### src/rtl/twiddle72_addr_seq.sv
// Twiddle ROM address sequencer for the 72-point mixed-radix FFT.
// Walks (n1, k2) row-major per frame and emits (n1*k2 + phase) mod 72,
// optionally conjugate-mapped for IFFT, plus ROM-valid tracking.
module twiddle72_addr_seq #(
  parameter int unsigned N1     = 8,
  parameter int unsigned N2     = 9,
  parameter int unsigned TW_LAT = 0
) (
  input  logic        clk,
  input  logic        rst_n,
  input  logic        start,
  input  logic        inv,
  input  logic [6:0]  phase,
  input  logic        adv,
  output logic [10:0] tw_addr,
  output logic        addr_valid,
  output logic [6:0]  n1_idx,
  output logic [6:0]  k2_idx,
  output logic        last,
  output logic        tw_valid,
  output logic        busy,
  output logic        done
);

  localparam logic [7:0] NPts   = 8'd72;
  localparam logic [6:0] N1Last = 7'(N1 - 1);
  localparam logic [6:0] N2Last = 7'(N2 - 1);

  typedef enum logic [0:0] {StIdle, StRun} state_e;

  state_e     state_q, state_d;
  logic       inv_q, inv_d;
  logic [6:0] ph_q, ph_d;
  logic [6:0] n1_q, n1_d;
  logic [6:0] k2_q, k2_d;
  logic [6:0] acc_q, acc_d;
  logic [6:0] addr_q, addr_d;
  logic       valid_q, valid_d;
  logic       done_q, done_d;
  logic       tw_valid_q;

  logic       accept;
  logic       at_last;
  logic       last_acc;
  logic       start_acc;
  logic [6:0] phase_wrap;
  logic [7:0] acc_sum;
  logic [7:0] acc_inc;

  // Next-state: start capture, row/column walk, running modular accumulator.
  always_comb begin
    state_d  = state_q;
    inv_d    = inv_q;
    ph_d     = ph_q;
    n1_d     = n1_q;
    k2_d     = k2_q;
    acc_d    = acc_q;
    valid_d  = valid_q;

    accept    = valid_q & adv;
    at_last   = (n1_q == N1Last) && (k2_q == N2Last);
    last_acc  = accept & at_last;
    // A running frame only takes a new start on its final accept.
    start_acc = ((state_q == StIdle) & start) | ((state_q == StRun) & last_acc & start);
    done_d    = last_acc;

    phase_wrap = (phase >= 7'd72) ? (phase - 7'd72) : phase;
    // acc < 72 and n1 <= 35, so one conditional subtract keeps it in range.
    acc_sum    = {1'b0, acc_q} + {1'b0, n1_q};
    acc_inc    = (acc_sum >= NPts) ? (acc_sum - NPts) : acc_sum;

    if (start_acc) begin
      state_d = StRun;
      inv_d   = inv;
      ph_d    = phase_wrap;
      n1_d    = '0;
      k2_d    = '0;
      acc_d   = phase_wrap;
      valid_d = 1'b1;
    end else if (accept) begin
      if (at_last) begin
        state_d = StIdle;
        valid_d = 1'b0;
      end else if (k2_q == N2Last) begin
        k2_d  = '0;
        n1_d  = n1_q + 7'd1;
        acc_d = ph_q;
      end else begin
        k2_d  = k2_q + 7'd1;
        acc_d = acc_inc[6:0];
      end
    end

    // Registered address mapping tracks acc_d so it always matches n1/k2.
    if (inv_d && (acc_d != 7'd0)) begin
      addr_d = NPts[6:0] - acc_d;
    end else begin
      addr_d = acc_d;
    end
  end

  // State and datapath registers.
  always_ff @(posedge clk or negedge rst_n) begin
    if (!rst_n) begin
      state_q <= StIdle;
      inv_q   <= 1'b0;
      ph_q    <= '0;
      n1_q    <= '0;
      k2_q    <= '0;
      acc_q   <= '0;
      addr_q  <= '0;
      valid_q <= 1'b0;
      done_q  <= 1'b0;
    end else begin
      state_q <= state_d;
      inv_q   <= inv_d;
      ph_q    <= ph_d;
      n1_q    <= n1_d;
      k2_q    <= k2_d;
      acc_q   <= acc_d;
      addr_q  <= addr_d;
      valid_q <= valid_d;
      done_q  <= done_d;
    end
  end

  // One-cycle accept delay, used when the ROM has an output register.
  always_ff @(posedge clk or negedge rst_n) begin
    if (!rst_n) begin
      tw_valid_q <= 1'b0;
    end else begin
      tw_valid_q <= accept;
    end
  end

  // Output drive.
  always_comb begin
    tw_addr    = {4'b0000, addr_q};
    addr_valid = valid_q;
    n1_idx     = n1_q;
    k2_idx     = k2_q;
    last       = valid_q & at_last;
    tw_valid   = (TW_LAT == 0) ? accept : tw_valid_q;
    busy       = (state_q == StRun);
    done       = done_q;
  end

endmodule

### config.mk
export PLATFORM = sky130hd
export DESIGN_NAME = twiddle72_addr_seq
export DESIGN_NICKNAME = d
export VERILOG_FILES = /design/src/rtl/twiddle72_addr_seq.sv
export SDC_FILE = /design/constraint.sdc
export NUM_CORES = 1
export LEC_CHECK = 0
export ABC_AREA = 0
export CORE_MARGIN = 10
export CORE_UTILIZATION = 45
export CTS_BUF_LIST = sky130_fd_sc_hd__clkbuf_8
export DETAILED_ROUTE_END_ITERATION = 12
export GPL_TIMING_DRIVEN = 0
export PLACE_DENSITY = 0.69
export SLEW_MARGIN = 10
export SYNTH_ARGS = -nofsm -noshare
export SYNTH_HDL_FRONTEND = slang
export SYNTH_SLANG_ARGS = --single-unit
### constraint.sdc
create_clock -name clk -period 4.3 [get_ports clk]
set_input_delay 0.86 -clock clk [delete_from_list [all_inputs] [get_ports clk]]
set_output_delay 0.86 -clock clk [all_outputs]
set_load 0.03 [all_outputs]
After elaboration in Yosys (flattened, before gate mapping) --
Index checks and enable logic that the tools add are counted.
Cells by class: $add $sub $neg 6, $lt $le $gt $ge 2, eq/ne operators 3, muxes and demuxes 19, bitwise operators 8, reduce and logical (&&, ||, !) cells 9
Operator list (number):
- 7-bit two-way mux | 15
- 7-bit by 1-bit adder with 7-bit output, second input constant | 2
- 7-bit subtractor, second input constant | 2
- 7-bit by 7-bit adder with 8-bit output | 1
- 8-bit by 7-bit greater-or-equal comparator with 1-bit output, second input constant | 1
- 7-bit by 3-bit == test with 1-bit output, second input constant | 1
- 7-bit by 4-bit == test with 1-bit output, second input constant | 1
- 7-bit greater-or-equal comparator, second input constant | 1
- 7-bit nonzero test | 1
- 7-bit subtractor, first input constant | 1
- 1-bit bitwise AND | 6
- 2-bit nonzero test | 3
- 1-bit two-way mux | 4
- 2-bit AND reduction | 2
- 3-bit AND reduction | 1
- 1-bit logical AND | 2
- 2-bit by 1-bit inequality test with 1-bit output, second input constant | 1
- 1-bit NOT | 1
- 1-bit OR | 1
Word-level totals: register bits after elaboration 38, input port bits 12, output and inout bits 30, word-level logic and storage cells 55

Depth between registers and ports, before layout --
Gate-level depths: netlist (run 1).
word-level depth 10, gate-level depth with buffers 13, gate-level depth less buffers 13

Worst setup path before layout (run 1) --
OpenSTA, ideal clock, no wires.
path kind register -> register, start point register n1_q[0] (netlist: n1_idx[0]), end point register addr_q[1], library setup time 0.128 ns, arrival time 3.280 ns, data required time 4.172 ns, setup slack 0.893 ns, cell stages (with the launch flop) 12, path buffers 0, period minus slack after synthesis 3.407 ns, cells stage by stage dfrtp_1 -> ha_1 -> fa_1 -> a211oi_1 -> nor2_1 -> or2_2 -> ha_1 -> o21ai_1 -> a22oi_1 -> inv_1 -> o41ai_2 -> mux2_1
Between the ends: cells in the longest elaborated chain, start to end 10, elaborated cells on any way between the ends 19, classes of those cells add/sub: 3; order compare: 1; eq/ne: 1; mux: 7; bitwise: 4; reduce/logical: 3
RTL lines:
- start: declaration | line 34 | logic [6:0] n1_q, n1_d;
- start signal: assignment | line 118 | n1_q <= n1_d;
- 7-bit by 7-bit adder with 8-bit output or 7-bit by 3-bit == test with 1-bit output (tied branches) | line 69, 61
- 7-bit subtractor (tied with other cells) | line 70 | acc_inc = (acc_sum >= NPts) ? (acc_sum - NPts) : acc_sum;
- 7-bit two-way mux or 1-bit bitwise AND (tied branches) | line 70, 62
- 7-bit two-way mux or 1-bit bitwise AND (tied branches) | line 84, 64
- 7-bit two-way mux or 1-bit bitwise AND (tied branches) | line 81, 64
- 7-bit two-way mux or 1-bit OR (tied branches) | line 80, 64
- 7-bit two-way mux * | line 72 | if (start_acc) begin
- via acc_d[4] | line 36 | logic [6:0] acc_q, acc_d;
- 7-bit nonzero test * | line 95 | if (inv_d && (acc_d != 7'd0)) begin
- 1-bit logical AND * | line 95
- 7-bit two-way mux * | line 95
- via addr_d[1] | line 37 | logic [6:0] addr_q, addr_d;
- end signal: assignment | line 121 | addr_q <= addr_d;
- end: declaration | line 37
The timed path passes the listed nets; every way through them passes the cells marked *. A chain may end at the register's enable or synchronous reset.

Worst setup path in the final report (run 1) --
Ends and elaborated chain as after synthesis.

==> flow_summary.json, run 1 <==
{
  "status": "complete, no violations",
  "overflow": 0,
  "worst_slew_pin_slew_ps": 753,
  "clk_latency_ps": 300,
  "die_w_um": 95,
  "drtAntennaViolNets": 0,
  "final_core_util_pct": 57.2,
  "path_max_fanout": 6,
  "multi_input_area_mm2": 0.00149,
  "drt-initial-drc-count": 96,
  "vias": 2195,
  "met1_length_um": 2850,
  "cts-htree-levels": 2,
  "worstReg2RegStart": "n1_idx[0]",
  "die-area_mm2": 0.00903,
  "rows": 27,
  "io_pins": 42,
  "drive_above_1_share_pct": 10.3,
  "synthTopCellsByArea": "dfrtp_1, ha_1, nand2_1, nor2_1, o21ai_0",
  "area_growth_pct": 23.8,
  "timing.hold.ws_ps": 427,
  "first_global_vias": 2261,
  "reg2reg_to": "addr_q[1]",
  "critPathLaunch": "n1_idx[0]",
  "crit_end": "addr_q[1]",
  "wl_met3_um": 308,
  "rsz0062_at_grt": "false",
  "netlist_area_mm2": 0.00253,
  "seq_area_um2": 926,
  "final_cell_mix": "dfrtp_1, clkdlybuf4s50_1, nand2_1",
  "avgSynthCellArea_um2": 9.01,
  "slew_violations": 0,
  "min_path_type": "primary input to asynchronous set/reset pin",
  "min_period_ps": 3730,
  "period_share_pct": 86.8,
  "place.gp.congestion": 0.849,
  "crit_path_end_kind": "register",
  "synthDistinctLibCells": 61,
  "synth-main-ff-cell": "dfrtp_1",
  "synth_edf_count": 0,
  "cts_sinks": 37,
  "cts_buffer_depth": 2,
  "stdcell_count": 402,
  "clk_pin_slew_ps": 80,
  "drc": 0,
  "ys_seq_elements": 37,
  "wire_per_inst_um": 15.1,
  "totalNegativeSetupSlack_ps": 0,
  "top_layer_used": "met4",
  "cts_tree": "done",
  "core_mm2": 0.00547,
  "mostFrequentLayoutCell": "dfrtp_1",
  "placed_area_mm2": 0.00302,
  "postCtsResizedCells": 0,
  "fp.dieH_um": 95,
  "crit_arrival_ps": 3920,
  "final_area_mm2": 0.00313,
  "clock.fmax_mhz": 268,
  "grt_max_degree": 28,
  "synth_warnings": 0,
  "finalClockSkew_ps": 10.6,
  "grt_usage_pct": 14.4,
  "wl_met2_um": 2820,
  "postCtsSetupBuffers": 0,
  "crit_type": "register to register",
  "cts_root_buffer": "clkbuf_8",
  "initial_core_util_pct": 46.3,
  "dr.pass1.iters": 4,
  "fill_cells": 497,
  "p_per_area_mw_per_mm2": 635,
  "ys_async_sr_fraction_pct": 100,
  "cts_buffers": 5,
  "ir_drop_mv": 0.343,
  "leakage_nw": 1.38,
  "cp-start-kind": "register",
  "hold_viol": 0,
  "hpwl_um": 4920,
  "io_buffers": 37,
  "yosys.area.top_type": "dfrtp_1",
  "synthCells": 281,
  "synth_top_area_share_pct": 36.6,
  "cp.required_ps": 4490,
  "holdBufCountCts": 0,
  "fin_nets": 355,
  "antenna_found_initial": 0,
  "ys_seq_area_share_pct": 36.6,
  "maxSlewHeadroom_pct": 49.6,
  "setup_viol": 0,
  "worst-r2r-setup-slack_ps": 570,
  "grt_pass1_wl_um": 10400,
  "n_antenna_cell": 0,
  "routed_wl_um": 6060,
  "ff2ff_path_depth": 11,
  "viasPerCell": 5.46,
  "placed_cells": 394,
  "cap_violations": 0
}
[critical path, cell delays in order, from the launching register on]
cell and delay (ps):
dfrtp_1 470, ha_1 260, fa_1 410, a211oi_1 460
nor2_1 140, or2_2 340, ha_1 280, o21ai_1 70
a22oi_1 300, inv_1 200, o41ai_2 350, mux2_1 350
[cell families (layout without fill, tap and decap cells)]
| group | count (synthesis) | count (layout) | synth area share (%) |
|---|---|---|---|
| and+or+nand+nor | 115 | 115 | 25.3 |
| DFF | 37 | 37 | 36.6 |
| xor gates and xnor gates | 18 | 18 | 6.23 |
| AOI/OAI and AO/OA | 65 | 65 | 17.5 |
| buffers and inverters | 26 | 72 | 4.94 |
| other | 1 | 4 | 0.148 |
| muxes | 5 | 5 | 2.03 |
| adders and majority gates | 14 | 14 | 7.22 |
[through the flow]
| stage | total power [W] | worst slack [ps] |
|---|---|---|
| after floorplan | 0.00134 | 893 |
| after global placement | 0.00166 | 375 |
| after detailed placement | 0.00168 | 364 |
| after CTS | 0.00200 | 524 |
| after global routing | 0.00215 | 282 |
| final | 0.00199 | 566 |
[metal layers]
| layer | track usage (%) | vias to the layer above |
|---|---|---|
| met1 | 17.6 | 1047 |
| li1 | - | 1102 |
| met3 | 3.97 | 10 |
| met2 | 23.9 | 36 |
| met4 | 4.86 | 0 |
| met5 | 0 | - |
[synthesized netlist by cell type (all sizes together), types with 2 or more instances]
cell type,n
nand4bb,3
nand2b,3
and2,3
nor2,27
o31ai,3
nand2,34
or2,6
a22oi,3
o21ai,19
nand4,6
and4,2
and3,2
and4bb,2
nor3,5
xnor2,10
nand3,6
o21a,3
nor4,4
o211ai,3
ha,13
a211oi,3
mux2i,4
a21oi,10
a221oi,3
buf,8
o22ai,5
dfrtp,37
clkbuf,2
o21ba,2
xor2,8
or3,5
or3b,2
a21boi,2
inv,16
[cell type report]
class / count / share of cell area, %
Multi-Input combinational cell: 221 / 47.6
Sequential cell: 37 / 29.6
Timing Repair Buffer: 38 / 12.3
Tap cell: 72 / 2.88
Clock buffer: 5 / 2.20
Buffer: 10 / 2.08
Inverter: 16 / 1.92
Clock inverter: 3 / 1.48
[worst min path at each step]
stage	slack, ps	start	cells past startpoint	end
after detailed placement	470	ph_q[6]	1	ph_q[6]
after floorplan	450	ph_q[0]	2	ph_q[0]
after global routing	430	rst_n	1	k2_idx[6]
after global placement	470	ph_q[6]	1	ph_q[6]
final	430	rst_n	1	k2_idx[6]
after CTS	430	rst_n	1	k2_idx[6]
[power by group]
part	switching, W	leakage (nW)	internal (W)
logic	0.000641	0.869	0.000477
registers	0.000106	0.457	0.000457
clock network	0.000135	0.0543	0.000174
total	0.000881	1.38	0.00111
[registers in the layout, summed over array words and instances (netlist names)]
name / cells
inv_q: 1
addr_valid: 1
acc_q: 6
n1_idx: 7
ph_q: 7
done: 1
k2_idx: 7
addr_q: 7
Note: power is estimated with default switching activity, not from simulation.
==> inputs of run 2 (changes only) <==
--- a/config.mk
+++ b/config.mk
@@ -11,2 +11,3 @@
 export CTS_BUF_LIST = sky130_fd_sc_hd__clkbuf_8
+export CTS_CLUSTER_DIAMETER = 100
 export DETAILED_ROUTE_END_ITERATION = 12
==> constraint.sdc (replaced) <==
create_clock -name clk -period 4.3 [get_ports clk]
set_input_delay 0.43 -clock clk [delete_from_list [all_inputs] [get_ports clk]]
set_output_delay 0.43 -clock clk [all_outputs]
set_load 0.03 [all_outputs]
==> results of run 2 <==
The final DEF is identical to that of run 1. Status: complete, but fails checks: hold timing.
Main changes from that run: setup slack after placement 364 ps -> 562 ps; hold slack 427 ps -> -3.44 ps; number of hold violations in the final report 0 -> 3
==> inputs of run 3 (changes only) <==
PLACE_DENSITY = 0.74   (was 0.69)
==> run 3 against run 2 <==
Against the previous run: the flow now finishes without violations; cell count fell by 0.25%; setup slack improved by 98 ps; critical path depth did not move; via count rose by 1.3%; worst hold slack improved by 22 ps; global-route usage rose by 0.39 points; clock skew fell by 2.5 ps; sequential share of layout area rose by 0.27 points; first-iteration DRC count rose by 41%.
==> flow_summary.json, run 3 (same netlist as run 1, synthesis figures left out) <==
{
  "status": "complete, no violations",
  "hold_viol": 0,
  "postCtsResizedCells": 0,
  "drt-initial-drc-count": 135,
  "first_global_vias": 2220,
  "clk_latency_ps": 290,
  "clk_pin_slew_ps": 70,
  "cp.required_ps": 4480,
  "placed_area_mm2": 0.00302,
  "slew_violations": 0,
  "vias": 2223,
  "wire_per_inst_um": 15.7,
  "place.gp.congestion": 0.850,
  "fp.dieH_um": 95,
  "area_growth_pct": 22.6,
  "cts_tree": "done",
  "rsz0062_at_grt": "false",
  "ir_drop_mv": 0.325,
  "totalNegativeSetupSlack_ps": 0,
  "cap_violations": 0,
  "io_pins": 42,
  "routed_wl_um": 6310,
  "crit_type": "register to register",
  "grt_max_degree": 27,
  "final_area_mm2": 0.00310,
  "period_share_pct": 84.6,
  "min_path_type": "primary input to asynchronous set/reset pin",
  "n_antenna_cell": 0,
  "worst_path_dominant_cell_family": "compound AO/OA/AOI/OAI gates",
  "mostFrequentLayoutCell": "dfrtp_1",
  "critPathSlowestCell": "dfrtp_1",
  "drtAntennaViolNets": 0,
  "drc": 0,
  "crit_chain": "ha_1, fa_1, a211oi_1, nor2_1, or2_2, ha_1, o21ai_1, a22oi_1, inv_1, o41ai_2, mux2_1",
  "leakage_nw": 1.37,
  "crit_path_end_kind": "register",
  "viasPerCell": 5.54,
  "finalPower_w": 0.00194,
  "path_max_fanout": 6,
  "die_w_um": 95,
  "hpwl_um": 4970,
  "fin_ws_ps": 664,
  "cts_buffer_depth": 2,
  "cts_buffers": 5,
  "place_ws_ps": 656,
  "core_mm2": 0.00547,
  "p_per_area_mw_per_mm2": 625,
  "cts_sinks": 37,
  "grt_usage_pct": 14.8,
  "fin_nets": 355,
  "dr.pass1.iters": 4,
  "die-area_mm2": 0.00903,
  "final_core_util_pct": 56.7,
  "worst-path-buf-inv": 1,
  "final_cell_mix": "dfrtp_1, clkdlybuf4s50_1, nand2_1",
  "postCtsSetupBuffers": 0,
  "holdBufCountCts": 0,
  "worst_slew_pin_slew_ps": 758,
  "cpMostUsedCell": "ha_1",
  "initial_core_util_pct": 46.3,
  "worstReg2RegStart": "n1_idx[0]",
  "antenna_found_initial": 0,
  "clock.fmax_mhz": 275,
  "finalClockSkew_ps": 8.16,
  "io_buffers": 37,
  "min_period_ps": 3640,
  "maxSlewHeadroom_pct": 49.3,
  "rows": 27,
  "setup_viol": 0,
  "slowest_delay_ps": 470,
  "cp-start-kind": "register",
  "crit_arrival_ps": 3810,
  "critPathLaunch": "n1_idx[0]",
  "grt_pass1_wl_um": 10700,
  "drive_above_1_share_pct": 9.73,
  "cts-htree-levels": 2,
  "overflow": 0,
  "cts_root_buffer": "clkbuf_8"
}
-- run 3: cell count changes in the layout (fill, tap and decap cells not counted), sizes merged --
cell      change
inv           +1
clkinv        -1
clkbuf        +1
bufinv        -1
clkinvlp      -1
-- run 3: final timing paths --
kind,slack (ps),to,cells after the start
max,660,addr_q[1],11
min,20,addr_q[0],1
max reg2reg,660,addr_q[1],11
min reg2reg,480,ph_q[6],1
max in group asynchronous,3840,n1_idx[5],2
min in group clk,480,ph_q[6],1
-- run 3: worst register-to-register path: stages (launching register included) --
cell and delay (ps):
dfrtp_1 470, ha_1 270, fa_1 420, a211oi_1 440, nor2_1 140, or2_2 340, ha_1 280, o21ai_1 70
a22oi_1 260, inv_1 190, o41ai_2 310, mux2_1 350
-- run 3: where the power goes --
part | total [W] | switching [W] | leakage [nW] | internal, W
clock network | 0.000247 | 0.000122 | 0.0485 | 0.000125
registers | 0.000564 | 0.000107 | 0.457 | 0.000457
logic | 0.00113 | 0.000650 | 0.869 | 0.000479
total | 0.00194 | 0.000879 | 1.37 | 0.00106
-- run 3: stage by stage --
step	hold WS [ps]	std cells
floorplan	134	284
global route	28.1	401
finish	18.1	401
global placement	461	393
CTS	24.7	401
detailed placement	341	394
-- run 3: final cells by class --
cell class / count / area (um^2)
buffer: 10 / 65.1
clock buffer: 6 / 82.6
clock inverter: 1 / 3.75
fill: 506 / 2370
inverter: 16 / 60.1
multi-input combinational: 221 / 1490
sequential: 37 / 926
tap: 72 / 90.1
timing repair buffer: 38 / 385
-- run 3: routing by layer --
metal,part of all wire [%],track usage (%),vias to the layer above
li1,-,-,1096
met2,48,24.4,63
met3,7.0,3.57,7
met5,0,0,-
met1,44,18.7,1057
met4,0.92,4.36,0
